$ cat config.mk
export PLATFORM = sky130hd
export DESIGN_NAME = multimode_stopwatch
export DESIGN_NICKNAME = d
export VERILOG_FILES = /design/src/rtl/sw_pkg.sv /design/src/rtl/bcd_digit_counter.sv /design/src/rtl/multimode_stopwatch.sv
export SDC_FILE = /design/constraint.sdc
export NUM_CORES = 1
export LEC_CHECK = 0
export BUFFER_PORTS_ARGS = -buffer_cell sky130_fd_sc_hd__buf_2
export CORE_MARGIN = 5
export CORE_UTILIZATION = 57
export DETAILED_ROUTE_END_ITERATION = 10
export PLACE_DENSITY = 0.83
export SETUP_SLACK_MARGIN = 0.2
export SYNTH_ARGS = -nofsm -noshare
export SYNTH_HDL_FRONTEND = slang
export SYNTH_SLANG_ARGS = --single-unit
export TNS_END_PERCENT = 50
$ cat constraint.sdc
create_clock -name clk -period 2.45 [get_ports clk]
set_input_delay 0.3675 -clock clk [delete_from_list [all_inputs] [get_ports clk]]
set_output_delay 0.3675 -clock clk [all_outputs]
set_load 0.01 [all_outputs]
$ cat src/rtl/sw_pkg.sv
// Shared types and constants for the multimode stopwatch: FSM state
// encoding, the four-digit BCD time record and the per-digit limits.
package sw_pkg;

   typedef enum logic [1:0] {
      ST_IDLE   = 2'd0,
      ST_RUN    = 2'd1,
      ST_PAUSED = 2'd2,
      ST_DONE   = 2'd3
   } sw_state_t;

   typedef struct packed {
      logic [3:0] min_tens;
      logic [3:0] min_ones;
      logic [3:0] sec_tens;
      logic [3:0] sec_ones;
   } bcd_time_t;

   localparam int DIGIT_MAX_ONES = 9;
   localparam int DIGIT_MAX_TENS = 5;

   // Out-of-range preset digits saturate at the digit's largest legal value.
   function automatic logic [3:0] clamp_digit(input logic [3:0] d, input logic [3:0] max);
      return (d > max) ? max : d;
   endfunction

endpackage

$ cat src/rtl/bcd_digit_counter.sv
// One BCD digit with synchronous clear/load and an inc/dec step that wraps
// between 0 and MAX. carry/borrow are combinational so a chain of digits
// ripples a whole tick within one clock.
module bcd_digit_counter
   import sw_pkg::*;
#(
   parameter int MAX = DIGIT_MAX_ONES
) (
   input  logic       clk,
   input  logic       reset,
   input  logic       clear,
   input  logic       load,
   input  logic [3:0] load_val,
   input  logic       inc,
   input  logic       dec,
   output logic [3:0] value,
   output logic       carry,
   output logic       borrow
);

   localparam logic [3:0] MAX_V = 4'(MAX);

   // Digit register: clear beats load, load beats counting.
   always_ff @(posedge clk or posedge reset) begin
      if (reset)
         value <= 4'd0;
      else if (clear)
         value <= 4'd0;
      else if (load)
         value <= load_val;
      else if (inc)
         value <= (value == MAX_V) ? 4'd0 : value + 4'd1;
      else if (dec)
         value <= (value == 4'd0) ? MAX_V : value - 4'd1;
   end

   assign carry  = inc && (value == MAX_V);
   assign borrow = dec && (value == 4'd0);

endmodule

$ cat src/rtl/multimode_stopwatch.sv
// MM:SS stopwatch counting up or down in BCD from a one-second prescaler.
// Optional lap register enabled by defining STOPWATCH_LAP_EN; without it
// lap is ignored and lap_bcd reads 0.
//
// state     | meaning
// ----------+-----------------------------------------------------------
// ST_IDLE   | stopped, time loadable, mode sampled on start
// ST_RUN    | prescaler running, time stepping once per tick
// ST_PAUSED | halted mid-count, prescaler phase retained for resume
// ST_DONE   | count-down reached 00:00; start ignored, load/clear exit
module multimode_stopwatch
   import sw_pkg::*;
#(
   parameter int TICK_DIV     = 100000000,
   parameter int MIN_TENS_MAX = 5
) (
   input  logic        clk,
   input  logic        reset,
   input  logic        start,
   input  logic        stop,
   input  logic        clear,
   input  logic        mode,
   input  logic        load,
   input  logic [15:0] preset_bcd,
   input  logic        lap,
   output logic [15:0] time_bcd,
   output logic [15:0] lap_bcd,
   output logic        running,
   output logic        tick,
   output logic        wrap,
   output logic        expired
);

   localparam int              PRESC_W    = $clog2(TICK_DIV);
   localparam logic [PRESC_W-1:0] PRESC_LAST = PRESC_W'(TICK_DIV - 1);
   localparam logic [3:0]      ONES_MAX   = 4'(DIGIT_MAX_ONES);
   localparam logic [3:0]      TENS_MAX   = 4'(DIGIT_MAX_TENS);
   localparam logic [3:0]      MT_MAX     = 4'(MIN_TENS_MAX);

   sw_state_t          state, state_nxt;
   logic [PRESC_W-1:0] presc, presc_nxt;
   logic               mode_q, mode_nxt;
   logic               tick_now, expire_now, load_ok, zero_eff;
   bcd_time_t          pre_raw, pre_clamp;

   logic [3:0] so, st, mo, mt;
   logic       c0, c1, c2, c3;
   logic       b0, b1, b2, mt_borrow_unused;
   logic       step_up, step_dn;

   assign pre_raw            = preset_bcd;
   assign pre_clamp.min_tens = clamp_digit(pre_raw.min_tens, MT_MAX);
   assign pre_clamp.min_ones = clamp_digit(pre_raw.min_ones, ONES_MAX);
   assign pre_clamp.sec_tens = clamp_digit(pre_raw.sec_tens, TENS_MAX);
   assign pre_clamp.sec_ones = clamp_digit(pre_raw.sec_ones, ONES_MAX);

   assign time_bcd = {mt, mo, st, so};

   // Next state, prescaler and captured mode; clear overrides everything,
   // then stop, then start. A tick that empties a count-down wins over stop.
   always_comb begin
      state_nxt  = state;
      presc_nxt  = presc;
      mode_nxt   = mode_q;
      expire_now = 1'b0;
      load_ok    = 1'b0;
      tick_now   = (state == ST_RUN) && (presc == PRESC_LAST) && !clear;
      zero_eff   = 1'b0;
      if (clear) begin
         state_nxt = ST_IDLE;
         presc_nxt = '0;
         mode_nxt  = 1'b0;
      end else begin
         load_ok  = load && (state != ST_RUN);
         zero_eff = load_ok ? (pre_clamp == '0) : (time_bcd == 16'h0000);
         case (state)
            ST_IDLE: begin
               if (!stop && start) begin
                  mode_nxt  = mode;
                  presc_nxt = '0;
                  if (mode && zero_eff) begin
                     state_nxt  = ST_DONE;
                     expire_now = 1'b1;
                  end else begin
                     state_nxt = ST_RUN;
                  end
               end
            end
            ST_RUN: begin
               presc_nxt = tick_now ? '0 : presc + 1'b1;
               if (tick_now && mode_q && (time_bcd == 16'h0001)) begin
                  state_nxt  = ST_DONE;
                  expire_now = 1'b1;
               end else if (stop) begin
                  state_nxt = ST_PAUSED;
               end
            end
            ST_PAUSED: begin
               if (!stop && start) begin
                  if (mode_q && zero_eff) begin
                     state_nxt  = ST_DONE;
                     expire_now = 1'b1;
                  end else begin
                     state_nxt = ST_RUN;
                  end
               end
            end
            ST_DONE: begin
               if (load_ok)
                  state_nxt = ST_IDLE;
            end
            default: state_nxt = ST_IDLE;
         endcase
      end
   end

   // State register and registered status/pulse outputs.
   always_ff @(posedge clk or posedge reset) begin
      if (reset) begin
         state   <= ST_IDLE;
         presc   <= '0;
         mode_q  <= 1'b0;
         running <= 1'b0;
         tick    <= 1'b0;
         wrap    <= 1'b0;
         expired <= 1'b0;
      end else begin
         state   <= state_nxt;
         presc   <= presc_nxt;
         mode_q  <= mode_nxt;
         running <= (state_nxt == ST_RUN);
         tick    <= tick_now;
         wrap    <= c3;
         expired <= expire_now;
      end
   end

   assign step_up = tick_now && !mode_q;
   assign step_dn = tick_now &&  mode_q;

   bcd_digit_counter #(.MAX(DIGIT_MAX_ONES)) u_sec_ones (
      .clk(clk), .reset(reset), .clear(clear), .load(load_ok),
      .load_val(pre_clamp.sec_ones), .inc(step_up), .dec(step_dn),
      .value(so), .carry(c0), .borrow(b0)
   );

   bcd_digit_counter #(.MAX(DIGIT_MAX_TENS)) u_sec_tens (
      .clk(clk), .reset(reset), .clear(clear), .load(load_ok),
      .load_val(pre_clamp.sec_tens), .inc(c0), .dec(b0),
      .value(st), .carry(c1), .borrow(b1)
   );

   bcd_digit_counter #(.MAX(DIGIT_MAX_ONES)) u_min_ones (
      .clk(clk), .reset(reset), .clear(clear), .load(load_ok),
      .load_val(pre_clamp.min_ones), .inc(c1), .dec(b1),
      .value(mo), .carry(c2), .borrow(b2)
   );

   bcd_digit_counter #(.MAX(MIN_TENS_MAX)) u_min_tens (
      .clk(clk), .reset(reset), .clear(clear), .load(load_ok),
      .load_val(pre_clamp.min_tens), .inc(c2), .dec(b2),
      .value(mt), .carry(c3), .borrow(mt_borrow_unused)
   );

`ifdef STOPWATCH_LAP_EN
   // Lap capture reads the registered time, so a lap on a tick cycle
   // records the value from before that tick.
   always_ff @(posedge clk or posedge reset) begin
      if (reset)
         lap_bcd <= 16'h0000;
      else if (clear)
         lap_bcd <= 16'h0000;
      else if (lap && (state != ST_IDLE))
         lap_bcd <= time_bcd;
   end
`else
   logic lap_unused;
   assign lap_unused = lap;
   assign lap_bcd    = 16'h0000;
`endif

endmodule

==> flow_metrics.py <==
metrics = {
    "timing": {
        "fin_skew_ns": 0.005110,
        "period_needed_ns": 2.216,
        "maxSlewHeadroom": 0.6126,
        "rsz0062_at_grt": "yes",
        "setup_viol": 0,
        "finalHoldViolCount": 0,
        "tightest_slew_ns": 0.5776,
        "slew_violations": 0,
        "fmax_ghz": 0.4512,
        "post-route-period-util": 0.9046,
        "timing.setup.tns_ns": 0,
    },
    "finish": {
        "final_common_cell": "dfrtp_1",
        "n_antenna_cell": 0,
        "area_growth_pct": 19.34,
        "fin_cells": 581,
        "drive_gt1_frac": 0.2758,
        "mostFrequentLayoutCells": "dfrtp_1 (48), nor2_1 (47), buf_2 (42)",
        "num-fill-cells": 502,
        "nNetsFinal": 540,
    },
    "clock_network": {
        "clk_latency_ns": 0.31,
        "cts_max_level": 2,
        "cts_tree": "done",
        "root_buffer": "clkbuf_8",
        "clock_sinks": 50,
        "ctsHoldBuffers": 0,
        "cts_buffers": 5,
        "clk_pin_slew_ns": 0.10,
        "clock_path_buffers": 2,
    },
    "worst_setup_path": {
        "crit_path_start_kind": "flip-flop",
        "rr_endpoint": "running",
        "cp-end-kind": "flip-flop",
        "worstPathCellList": "buf_4, or3b_2, a21oi_2, o2bb2ai_1, a21oi_1, or2_2, and4_1",
        "path_max_fanout": 8,
        "slowest_stage": "dfrtp_1",
        "rrSetupSlack_ns": 0.23,
        "regToRegStartpoint": "u_sec_ones.value[3]",
        "path_class": "reg -> reg",
        "max_stage_delay_ns": 0.51,
        "worstPathRequired_ns": 2.65,
        "arrival_ns": 2.42,
        "reg2regPathDepth": 7,
    },
    "floorplanning": {
        "io_pins": 60,
        "fp.dieW_microns": 90.45,
        "core-area_sq_um": 6314,
        "dieHeight_microns": 90.45,
        "die_area_sq_um": 8180,
        "initial_core_util": 0.5842,
        "rows": 29,
    },
    "synth": {
        "ys_ff_latch": 50,
        "synth_ff_type": "dfrtp_1",
        "synth_top_area_cell": "dfrtp_1",
        "synth_edf_count": 0,
        "yosys_warnings": 0,
        "synth.distinct_cells": 72,
        "synth_area_sq_um": 3689,
        "postSynthCellCount": 431,
        "synth_area_leaders": "dfrtp_1 (34%), nor2_1 (4.8%), ha_1 (4.4%)",
        "synth_top_area_frac": 0.3392,
        "postSynthAreaPerCell_sq_um": 8.558,
        "async_flop_share": 1.000,
        "ys_seq_area_frac": 0.3392,
    },
    "route": {
        "vias": 3696,
        "firstDrtPassIters": 5,
        "routed_wl_microns": 10080,
        "viasPerCell": 6.361,
        "initialDrtViolationCount": 327,
        "drt-wirelength-per-cell_microns": 17.34,
        "drc": 0,
        "drtAntennaViolNets": 0,
    },
    "grt": {
        "overflow": 0,
        "grt_pass1_vias": 3438,
        "antenna_found_initial": 0,
        "grt_pass1_wl_microns": 16170,
        "grt_usage": 0.2318,
        "grt_max_degree": 20,
    },
    "run": {
        "maxCapViolCount": 0,
    },
    "placed_design": {
        "dp.cells": 562,
        "gp_congestion": 0.9284,
        "port_buffers": 42,
        "dp_hpwl_microns": 7077,
    },
    "power_and_ir_drop": {
        "p_leak_nw": 1.910,
        "worst_ir_drop_vdd_mv": 0.3348,
        "powerDensity_nw_per_um2": 499.3,
    },
    "run_status": {
        "status": "completed",
    },
    "worst_hold_path": {
        "holdCritPathClass": "in -> async",
    },
}
-- final cells by class --
type	count	area [sq um]	share of cell area
multi-input cells	345	2347	0.5333
flip-flops and latches	50	1254	0.2848
repair buffers	82	510.5	0.1160
well taps	77	96.34	0.02189
inverters	19	76.32	0.01734
clock buffers	5	68.82	0.01563
clock inverters	3	48.80	0.01109
-- metrics by stage --
stage / area, sq um / hold WS, ns / util / setup WS [ns] / total power [mW]
global route: 4402 / 0.06866 / 0.6972 / 0.1528 / 2.312
global placement: 4056 / 0.3794 / 0.6425 / 0.1274 / 1.472
CTS: 4240 / 0.04475 / 0.6716 / 0.2052 / 2.134
detailed placement: 4056 / 0.3863 / 0.6425 / 0.07797 / 1.493
finish: 4402 / 0.03547 / 0.6972 / 0.2337 / 2.198
floorplan: 3750 / 0.4624 / - / 0.1859 / 1.308
-- flip-flops by register name, summed over array words and instances (netlist names) --
| register | cells |
|---|---|
| presc | 27 |
| u_min_ones.value | 4 |
| u_min_tens.value | 4 |
| u_sec_ones.value | 4 |
| u_sec_tens.value | 4 |
| state | 2 |
| expired | 1 |
| mode_q | 1 |
| running | 1 |
| tick | 1 |
| wrap | 1 |
-- synthesized netlist by cell type (5+ instances only) --
cell type,count
a21oi_1,26
nand4_1,8
o211ai_1,5
a31oi_1,5
nor2_1,47
xor2_1,16
ha_1,13
clkbuf_1,6
nor2b_1,5
buf_2,6
o21a_1,5
nor4_1,7
or3_1,6
inv_1,17
and2_1,5
o21ai_0,17
o31ai_1,6
nand3_1,26
nand2b_1,5
nor3_1,14
xnor2_1,8
dfrtp_1,50
buf_4,16
nand2_1,26
-- cell families after synthesis --
group                      count (synthesis)  share of synthesized area
xor gates and xnor gates                  24                    0.05699
AOI/OAI and AO/OA                         98                     0.1750
adders and majority gates                 13                    0.04410
and+or+nand+nor                          187                     0.2829
other                                      1                   0.001017
DFF                                       50                     0.3392
buffers and inverters                     51                    0.07971
muxes                                      7                    0.02103
-- worst max-delay path by stage --
stage                         from                  end  slack [ns]  cells past startpoint
2_1_floorplan  u_sec_ones.value[1]  u_min_tens.value[3]        0.19                      8
3_3_place_gp   u_sec_ones.value[1]  u_min_tens.value[0]        0.13                      8
3_5_place_dp   u_sec_ones.value[1]  u_min_ones.value[1]        0.08                      9
4_1_cts        u_min_tens.value[1]              running        0.21                      8
5_1_grt        u_sec_ones.value[1]  u_min_ones.value[3]        0.15                     10
6_report       u_sec_ones.value[3]              running        0.23                      7
-- routing by layer --
layer  GRT usage  wire length [microns]  vias up
met5           0                      0        -
met4     0.09553                    347        0
met3     0.04667                    810       54
met2      0.3890                   4914      215
met1      0.2897                   4005     1748
li1            -                      -     1679
-- where the power goes --
group / leakage (nW) / switching (mW) / internal (mW)
Combinational: 1.18 / 0.385 / 0.286
Clock: 0.0563 / 0.307 / 0.311
Sequential: 0.678 / 0.0454 / 0.863
-- worst max-delay path: cells and delay by family (launching register included) --
family	cells	cell delay, ns
buffers and inverters	1	0.21
AOI/OAI and AO/OA	3	0.39
DFF	1	0.51
and+or+nand+nor	3	0.99
-- what timing repair did --
item                                    in CTS  in global routing
buffers inserted                             4                  7
endpoints found under the setup margin      10                 17
cloned                                       0                  0
pin swaps                                    1                  4
resized for setup                           10                 22
Note: power is estimated with default switching activity, not from simulation.
